File: src/rtl/uart_pkg.sv
// Shared UART definitions: FSM state encodings and framing constants,
// common to the receiver and transmitter.
package uart_pkg;

  typedef enum logic [2:0] {
    IDLE  = 3'd0,
    START = 3'd1,
    DATA  = 3'd2,
    STOP  = 3'd3,
    BREAK = 3'd4
  } uart_state_e;

  localparam int CLKS_PER_BIT_DEF = 217;  // 25 MHz / 115200 baud
  localparam int DATA_W           = 8;

endpackage

File: src/rtl/uart_sync.sv
// Two-flop synchronizer for an asynchronous single-bit input; the reset
// value is a parameter so an idle-high line does not look like an edge.
module uart_sync #(
  parameter logic RST_VAL = 1'b1
) (
  input  logic clk,
  input  logic rst_n,
  input  logic din,
  output logic dout
);

  logic meta;

  always_ff @(posedge clk or negedge rst_n) begin
    if (!rst_n) begin
      meta <= RST_VAL;
      dout <= RST_VAL;
    end else begin
      meta <= din;
      dout <= meta;
    end
  end

endmodule

File: src/rtl/uart_rx_fe.sv
// 8N1 UART receiver: mid-bit sampling, start-glitch rejection, framing
// error reporting and break hold-off until the line returns high.
module uart_rx_fe
  import uart_pkg::*;
#(
  parameter int CLKS_PER_BIT = CLKS_PER_BIT_DEF
) (
  input  logic              i_clk,
  input  logic              i_rst,
  input  logic              i_rx_serial,
  output logic              o_rx_dv,
  output logic [DATA_W-1:0] o_rx_byte,
  output logic              o_rx_busy,
  output logic              o_frame_err
);

  localparam int            CW   = $clog2(CLKS_PER_BIT);
  localparam logic [CW-1:0] HALF = CW'((CLKS_PER_BIT - 1) / 2);
  localparam logic [CW-1:0] LAST = CW'(CLKS_PER_BIT - 1);

  logic line;

  uart_sync #(.RST_VAL(1'b1)) u_sync (
    .clk   (i_clk),
    .rst_n (i_rst),
    .din   (i_rx_serial),
    .dout  (line)
  );

  uart_state_e       state, state_nxt;
  logic [CW-1:0]     cnt, cnt_nxt;
  logic [2:0]        bit_idx, idx_nxt;
  logic [DATA_W-1:0] shreg, sh_nxt;
  logic [DATA_W-1:0] byte_nxt;
  logic              dv_nxt, fe_nxt;

  always_ff @(posedge i_clk or negedge i_rst) begin
    if (!i_rst) begin
      state       <= IDLE;
      cnt         <= '0;
      bit_idx     <= '0;
      shreg       <= '0;
      o_rx_byte   <= '0;
      o_rx_dv     <= 1'b0;
      o_frame_err <= 1'b0;
    end else begin
      state       <= state_nxt;
      cnt         <= cnt_nxt;
      bit_idx     <= idx_nxt;
      shreg       <= sh_nxt;
      o_rx_byte   <= byte_nxt;
      o_rx_dv     <= dv_nxt;
      o_frame_err <= fe_nxt;
    end
  end

  always_comb begin
    state_nxt = state;
    cnt_nxt   = cnt + CW'(1);
    idx_nxt   = bit_idx;
    sh_nxt    = shreg;
    byte_nxt  = o_rx_byte;
    dv_nxt    = 1'b0;
    fe_nxt    = 1'b0;
    case (state)
      IDLE: begin
        cnt_nxt = '0;
        if (!line) state_nxt = START;
      end
      START: begin
        // Re-check the start bit at its mid-point; a high line was a glitch.
        if (cnt == HALF) begin
          cnt_nxt = '0;
          idx_nxt = '0;
          state_nxt = line ? IDLE : DATA;
        end
      end
      DATA: begin
        if (cnt == LAST) begin
          cnt_nxt = '0;
          sh_nxt[bit_idx] = line;
          if (bit_idx == 3'd7) state_nxt = STOP;
          else                 idx_nxt   = bit_idx + 3'd1;
        end
      end
      STOP: begin
        // Leaving at the stop-bit mid-point lets a following start bit
        // be caught with no inter-frame gap.
        if (cnt == LAST) begin
          cnt_nxt = '0;
          if (line) begin
            byte_nxt  = shreg;
            dv_nxt    = 1'b1;
            state_nxt = IDLE;
          end else begin
            fe_nxt    = 1'b1;
            state_nxt = BREAK;
          end
        end
      end
      BREAK: begin
        cnt_nxt = '0;
        if (line) state_nxt = IDLE;
      end
      default: begin
        cnt_nxt   = '0;
        state_nxt = IDLE;
      end
    endcase
  end

  assign o_rx_busy = (state != IDLE);

endmodule

File: config.mk
export PLATFORM = sky130hd
export DESIGN_NAME = uart_rx_fe
export DESIGN_NICKNAME = d
export VERILOG_FILES = /design/src/rtl/uart_pkg.sv /design/src/rtl/uart_sync.sv /design/src/rtl/uart_rx_fe.sv
export SDC_FILE = /design/constraint.sdc
export NUM_CORES = 1
export LEC_CHECK = 0
export BUFFER_PORTS_ARGS = -buffer_cell sky130_fd_sc_hd__buf_4
export CAP_MARGIN = 20
export CELL_PAD_IN_SITES_DETAIL_PLACEMENT = 0
export CELL_PAD_IN_SITES_GLOBAL_PLACEMENT = 1
export CORE_UTILIZATION = 53
export CTS_BUF_LIST = sky130_fd_sc_hd__clkbuf_4 sky130_fd_sc_hd__clkbuf_8
export CTS_CLUSTER_DIAMETER = 80
export DETAILED_ROUTE_END_ITERATION = 6
export HOLD_SLACK_MARGIN = 0.05
export PLACE_DENSITY = 0.94
export SLEW_MARGIN = 20
export SYNTH_ARGS = -nofsm -noshare
export SYNTH_HDL_FRONTEND = slang
export SYNTH_SLANG_ARGS = --single-unit
File: constraint.sdc
create_clock -name i_clk -period 3.74 [get_ports i_clk]
set_input_delay 0.748 -clock i_clk [delete_from_list [all_inputs] [get_ports i_clk]]
set_output_delay 0.748 -clock i_clk [all_outputs]
set_load 0.02 [all_outputs]
==> results.md, run 1 <==
* Synth Cell Area at 1650 sq um
* RSZ-0062 raised after global routing: no
* Total grt overflow at 0
* Final Cycle Share at 57.6%
* TritonCTS clock tree: done
* Sink Count at 34
* Vias at 1034
* Antenna viol nets, final at 0
* RR Endpoint: shreg[3]
* Worst vdd ir at 0.000228 V
* CTS hold repair buffers at 0
* Area share of the largest cell type after synthesis at 48.4%
* Total core area at 2850 sq um
* Most common flop cell mapped by yosys: dfrtp_1
* Yosys top cell by area: dfrtp_1
* Status: finished, violations left
* R2R depth at 6
* XOR/XNOR Fraction of Synth Area at 3.71%
* TNS Setup at 0 ns
* Slew @ Worst Pin at 0.559 ns
* Die area at 3350 sq um
* Initial DRC Count at 72
* Library cells used by synthesis at 41
* # rows at 19
* Diodes inserted at 0
* Largest net degree at the start of global routing at 35
* Critical path data required time at 2.99 ns
* Max Clock Freq at 0.465 GHz
* Synth top area cells: dfrtp_1, mux2_4, mux2_2, nor2_1, dfstp_2
* Post-synthesis compound-gate area fraction at 5.45%
* Mapped Cells at 138
* Clock H-tree levels at 2
* Worst skew pair latency at 0.33 ns
* Placed instance area at 1750 sq um
* Reg2reg start: cnt[0]
* First-pass GRT wire length at 4550 um
* Number of synthesized register bits at 34
* Post-synthesis sequential area ratio at 51.6%
* Slew Limit Fails at 0
* Commonest cells in the netlist: dfrtp_1, nor2_1, mux2_2, mux2_4, nand3_1
* Hold WS at 0.334 ns
* Design area at 1830 sq um
* Postcts setup bufs at 0
* Drt drc at 2
* Avg Vias per Cell at 5.65
* Crit path arrival time at 1.40 ns
* Largest family of logic cells by synthesized area: simple AND/OR/NAND/NOR gates
* Max clock buf depth at 2
* Adder-cell share of the synthesized area at 3.03%
* Crit. End Element: output port
* Failing checks: DRC
* Async S/R FF share, synth at 100%
* PD cells at 357 nW/um^2
* Layout Skew at 0.00828 ns
* Number of synthesized flops with an enable pin at 0
* Min-Delay Path Class: in2async
* Slew headroom at 62.7%
* Post-route minimum period at 2.15 ns
* Inserted Clock Buffers at 5
* Post-synthesis simple-gate area fraction at 18.0%
* Port Buf Inserts at 13
* Setup CP Type: reg2out
* Synth-to-layout area growth at 10.6%
* Clock transition at path regs at 0.10 ns
* Vias in the first global route at 987
* Die H at 57.8 um
* Post-DP HPWL at 1730 um
* Leak Pwr at 0.853 nW
* Syn_area_per_cell at 12.0 sq um
* Net count reported at finish at 158
* Max_cap viols at 0
* Io pins at 14
* Initial Util at 57.9%
* Share of cells above drive strength 1 at 32.2%
* Gpl congestion at 0.760
* Antenna violations before repair at 0
* Mux contribution to synthesized area at 13.9%
* Synth warn at 0
* Reg2Reg Setup Slack at 1.81 ns
* Routed wire length at 2560 um
* Final Total Pwr at 0.000652 W
* CTS root buf: clkbuf_4
* Total track usage at 18.2%
* Count of final hold-check violations at 0
* Final Setup Violations at 0
* Per-cell routed wire length at 14.0 um
* Startpoint types: flip-flop
* Post-synth net total at 145
* CP Max Fanout at 11
* Initial DRT Pass Iterations at 6
* Die W at 57.8 um
* Most frequent cell after synthesis: dfrtp_1
* Cts repair resizes at 0
-- how the worst max path moves through the flow --
stage	startpoint	end	slack, ns	cells after the start
after detailed placement	cnt[0]	shreg[3]	1.84	6
after CTS	state[1]	o_rx_busy	1.58	2
final	state[1]	o_rx_busy	1.59	2
after global placement	cnt[0]	bit_idx[0]	1.87	6
after global routing	state[1]	o_rx_busy	1.53	2
after floorplan	cnt[0]	o_rx_byte[0]	1.98	8
-- layer usage --
layer	share of wire [%]	up-vias	track usage, %
met5	0	-	0
met3	4.7	8	6.25
met4	2.1	0	7.82
met2	43	19	26.4
li1	-	501	-
met1	50	506	25.0
-- report_power, final --
group / switching, W / leakage [nW] / total [W] / internal, W
sequential: 0.00000188 / 0.453 / 0.000371 / 0.000369
combinational: 0.00000718 / 0.354 / 0.00000878 / 0.00000160
clock: 0.000115 / 0.0463 / 0.000272 / 0.000156
-- worst max-delay path, cell delays in order, from the launching register on --
cell     delay, ns
dfrtp_1       0.51
or3_1         0.40
buf_4         0.16
-- metrics by stage --
stage	utilization (%)	worst slack, ns	cells
after floorplan	-	1.98	138
after global placement	61.2	1.87	175
after detailed placement	61.2	1.84	175
after CTS	64.1	1.58	183
after global routing	64.1	1.53	183
final	64.1	1.59	183
-- kinds of logic after synthesis --
family          count (synthesis)
flops                          34
simple gates                   51
compound gates                 10
xor+xnor                        7
mux                            18
fa+ha+maj                       4
buf+inv                        14
-- sequential cells by signal, indices dropped and copies added, names as in the netlist --
signal	count
o_rx_dv	1
o_frame_err	1
bit_idx	3
u_sync.dout	1
shreg	8
o_rx_byte	8
u_sync.meta	1
cnt	8
state	3
-- layout make-up --
class / count / area [sq um]
Clock buffer: 7 / 52.6
Clock inverter: 1 / 30.0
Timing Repair Buffer: 13 / 97.6
Sequential cell: 34 / 853
Fill cell: 236 / 1020
Multi-Input combinational cell: 90 / 729
Inverter: 7 / 26.3
Tap cell: 31 / 38.8
-- cell usage in the layout, fill, tap and decap left out, types with 2 or more instances in the layout --
cell,n
mux2_4,8
nor3_1,3
or3_1,2
and3_1,3
mux2_2,8
nand3_1,8
nand2_1,7
dfstp_2,2
nor2_1,16
xnor2_1,2
inv_1,7
clkbuf_4,7
buf_4,13
a21oi_1,2
ha_1,4
xor2_1,5
mux2i_1,2
dfrtp_1,32
No activity file was read; power rests on OpenSTA's default activity.
==> inputs of run 2 (changes only) <==
- CORE_UTILIZATION: 53 -> 45
- PLACE_DENSITY: 0.94 -> 0.86
- clock period: 3.74 -> 1.7 ns (I/O delays scaled with it)
==> run 2 against run 1 <==
The run ends with setup timing left. Critical endpoint is now shreg[3]. Critical path depth rose by 5. Critical path type is now reg2reg. Combinational power rose to 3.1 times the previous value. Highest routed layer unchanged. Global-route usage fell by 1.4 points.
==> results.md, run 2 (same netlist as run 1, synthesis figures left out) <==
* RSZ-0062 raised after global routing: yes
* Vias at 1148 (+11%)
* Die H at 62.6 um (+8.2%)
* Gpl congestion at 0.811 (+6.7%)
* Slew headroom at 71.5% (+8.8 points)
* Fillers at 272 (+15%)
* Inserted Clock Buffers at 5 (unchanged)
* PD cells at 684 nW/um^2 (+92%)
* Total track usage at 16.8% (-1.4 points)
* # rows at 21 (+2)
* Initial Util at 48.4% (-9.6 points)
* Top Registers: cnt x8, o_rx_byte x8, shreg x8
* Drt drc at 0 (-2)
* Critical path data required time at 1.92 ns (-1.07 ns)
* Synth-to-layout area growth at 28.2%
* Failing checks: setup timing
* Total grt overflow at 0 (unchanged)
* TritonCTS clock tree: done
* Antenna viol nets, final at 0 (unchanged)
* Dpl cells at 206 (+18%)
* Share of cells above drive strength 1 at 44.9% (+13 points)
* Net count reported at finish at 185 (+17%)
* Layout Skew at 0.00730 ns (-0.000979 ns)
* Worst vdd ir at 0.000399 V (+75%)
* Final Total Pwr at 0.00145 W (+120%)
* Post-route insts no fill at 224 (+22%)
* Commonest non-fill, non-tap cells in the layout: buf_4, dfrtp_1, nor2_1
* CTS root buf: clkbuf_4
* Diodes inserted at 0 (unchanged)
* Clock transition at path regs at 0.10 ns (about the same)
* Worst setup margin at -0.0537 ns (-1.64 ns)
* Leak Pwr at 0.994 nW (+16%)
* Io pins at 14 (unchanged)
* Bufs and invs on worst path at 2 (+1)
* Crit-path slowest cell: dfrtp_1
* Area occupied by multi-input gates at 785 sq um (+7.5%)
* CP peak stage delay at 0.39 ns (-0.12 ns)
* Slew Limit Fails at 0 (unchanged)
* TNS Setup at -0.0998 ns (-0.0998 ns)
* Status: finished, violations left
* Crit. End Element: flip-flop
* Die W at 62.6 um (+8.2%)
* Reg area at 856 sq um (+0.29%)
* Max clock buf depth at 2 (unchanged)
* Vias in the first global route at 1108 (+12%)
* Setup CP Type: reg2reg
* Hold WS at 0.113 ns (-0.222 ns)
* Crit path arrival time at 1.98 ns (+0.58 ns)
* Max_cap viols at 0 (unchanged)
* Sink Count at 34 (unchanged)
* Largest net degree at the start of global routing at 35 (unchanged)
* Per-cell routed wire length at 14.5 um (+3.7%)
* Slew @ Worst Pin at 0.427 ns (-0.132 ns)
* Clock H-tree levels at 2 (unchanged)
* Min-Delay Path Class: in2reg
* First-pass GRT wire length at 5050 um (+11%)
* Post-route minimum period at 1.75 ns
* Antenna violations before repair at 0 (unchanged)
* Post-DP HPWL at 2130 um (+23%)
* Startpoint types: flip-flop
* Total core area at 3420 sq um (+20%)
* Avg Vias per Cell at 5.13 (-9.3%)
* Final Cycle Share at 103%
* Initial DRC Count at 44 (-39%)
* Count of final hold-check violations at 0 (unchanged)
* CP Max Fanout at 5 (-6)
* Routed wire length at 3250 um (+27%)
* Initial DRT Pass Iterations at 4 (-2)
* Most common cell after layout, fill and taps aside: buf_4
* Max Clock Freq at 0.570 GHz
* Worst skew pair latency at 0.33 ns (about the same)
* Die area at 3920 sq um (+17%)
* Final Setup Violations at 3 (+3)
* CP Cell Sequence: inv_1 -> ha_1 -> and3_4 -> nand4_1 -> buf_6 -> nor3b_4 -> mux2_4
* Crit-path leading delay family: simple AND/OR/NAND/NOR gates
* Port Buf Inserts at 13 (unchanged)
==> run 2: cell type report <==
| cell class | instances | area share [%] |
|---|---|---|
| Sequential cell | 34 | 40.4 |
| Multi-Input combinational cell | 91 | 37.0 |
| Timing Repair Buffer | 39 | 14.8 |
| Tap cell | 46 | 2.72 |
| Clock buffer | 6 | 2.42 |
| Clock inverter | 1 | 1.42 |
| Inverter | 7 | 1.24 |
==> run 2: worst paths after layout <==
kind                             startpoint     endpoint  slack [ns]  cells after the start
worst max-delay path                 cnt[0]     shreg[3]       -0.05                      7
worst min-delay path            i_rx_serial  u_sync.meta        0.11                      1
worst max register to register       cnt[0]     shreg[3]       -0.05                      7
worst min register to register  u_sync.meta  u_sync.dout        0.36                      0
max in group asynchronous             i_rst  u_sync.meta        0.88                      2
min in group asynchronous             i_rst  o_frame_err        0.48                      2
==> run 2: timing repair <==
item	in CTS	in global routing
setup endpoints to repair	13	16
resized for setup	9	8
buffers inserted	6	3
pin swaps	4	2
hold buffers	1	0
cloned	0	1
endpoints found under the hold margin	32	0
==> run 2: layer usage <==
layer	GRT usage, %	vias to the layer above	share of wire [%]
met5	0	-	0
met4	3.49	0	0.43
met3	5.47	4	3.9
met2	27.3	24	50
met1	21.8	566	45
li1	-	554	-
==> run 2: per-stage QoR <==
| stage | area [sq um] | setup WS (ns) | utilization (%) |
|---|---|---|---|
| finish | 2120 | -0.0537 | 62.1 |
| global route | 2120 | -0.101 | 62.1 |
| CTS | 2050 | -0.0494 | 60.1 |
| detailed placement | 1880 | -0.0377 | 55.2 |
| global placement | 1880 | 0.0358 | 55.2 |
| floorplan | 1660 | -0.0220 | - |
==> run 2: power by group <==
group          switching [W]  total [W]  leakage [nW]  internal (W)
Combinational      0.0000210  0.0000276         0.498    0.00000662
Sequential        0.00000148   0.000814         0.451      0.000813
Clock               0.000266   0.000609        0.0443      0.000342
Total               0.000289    0.00145         0.994       0.00116
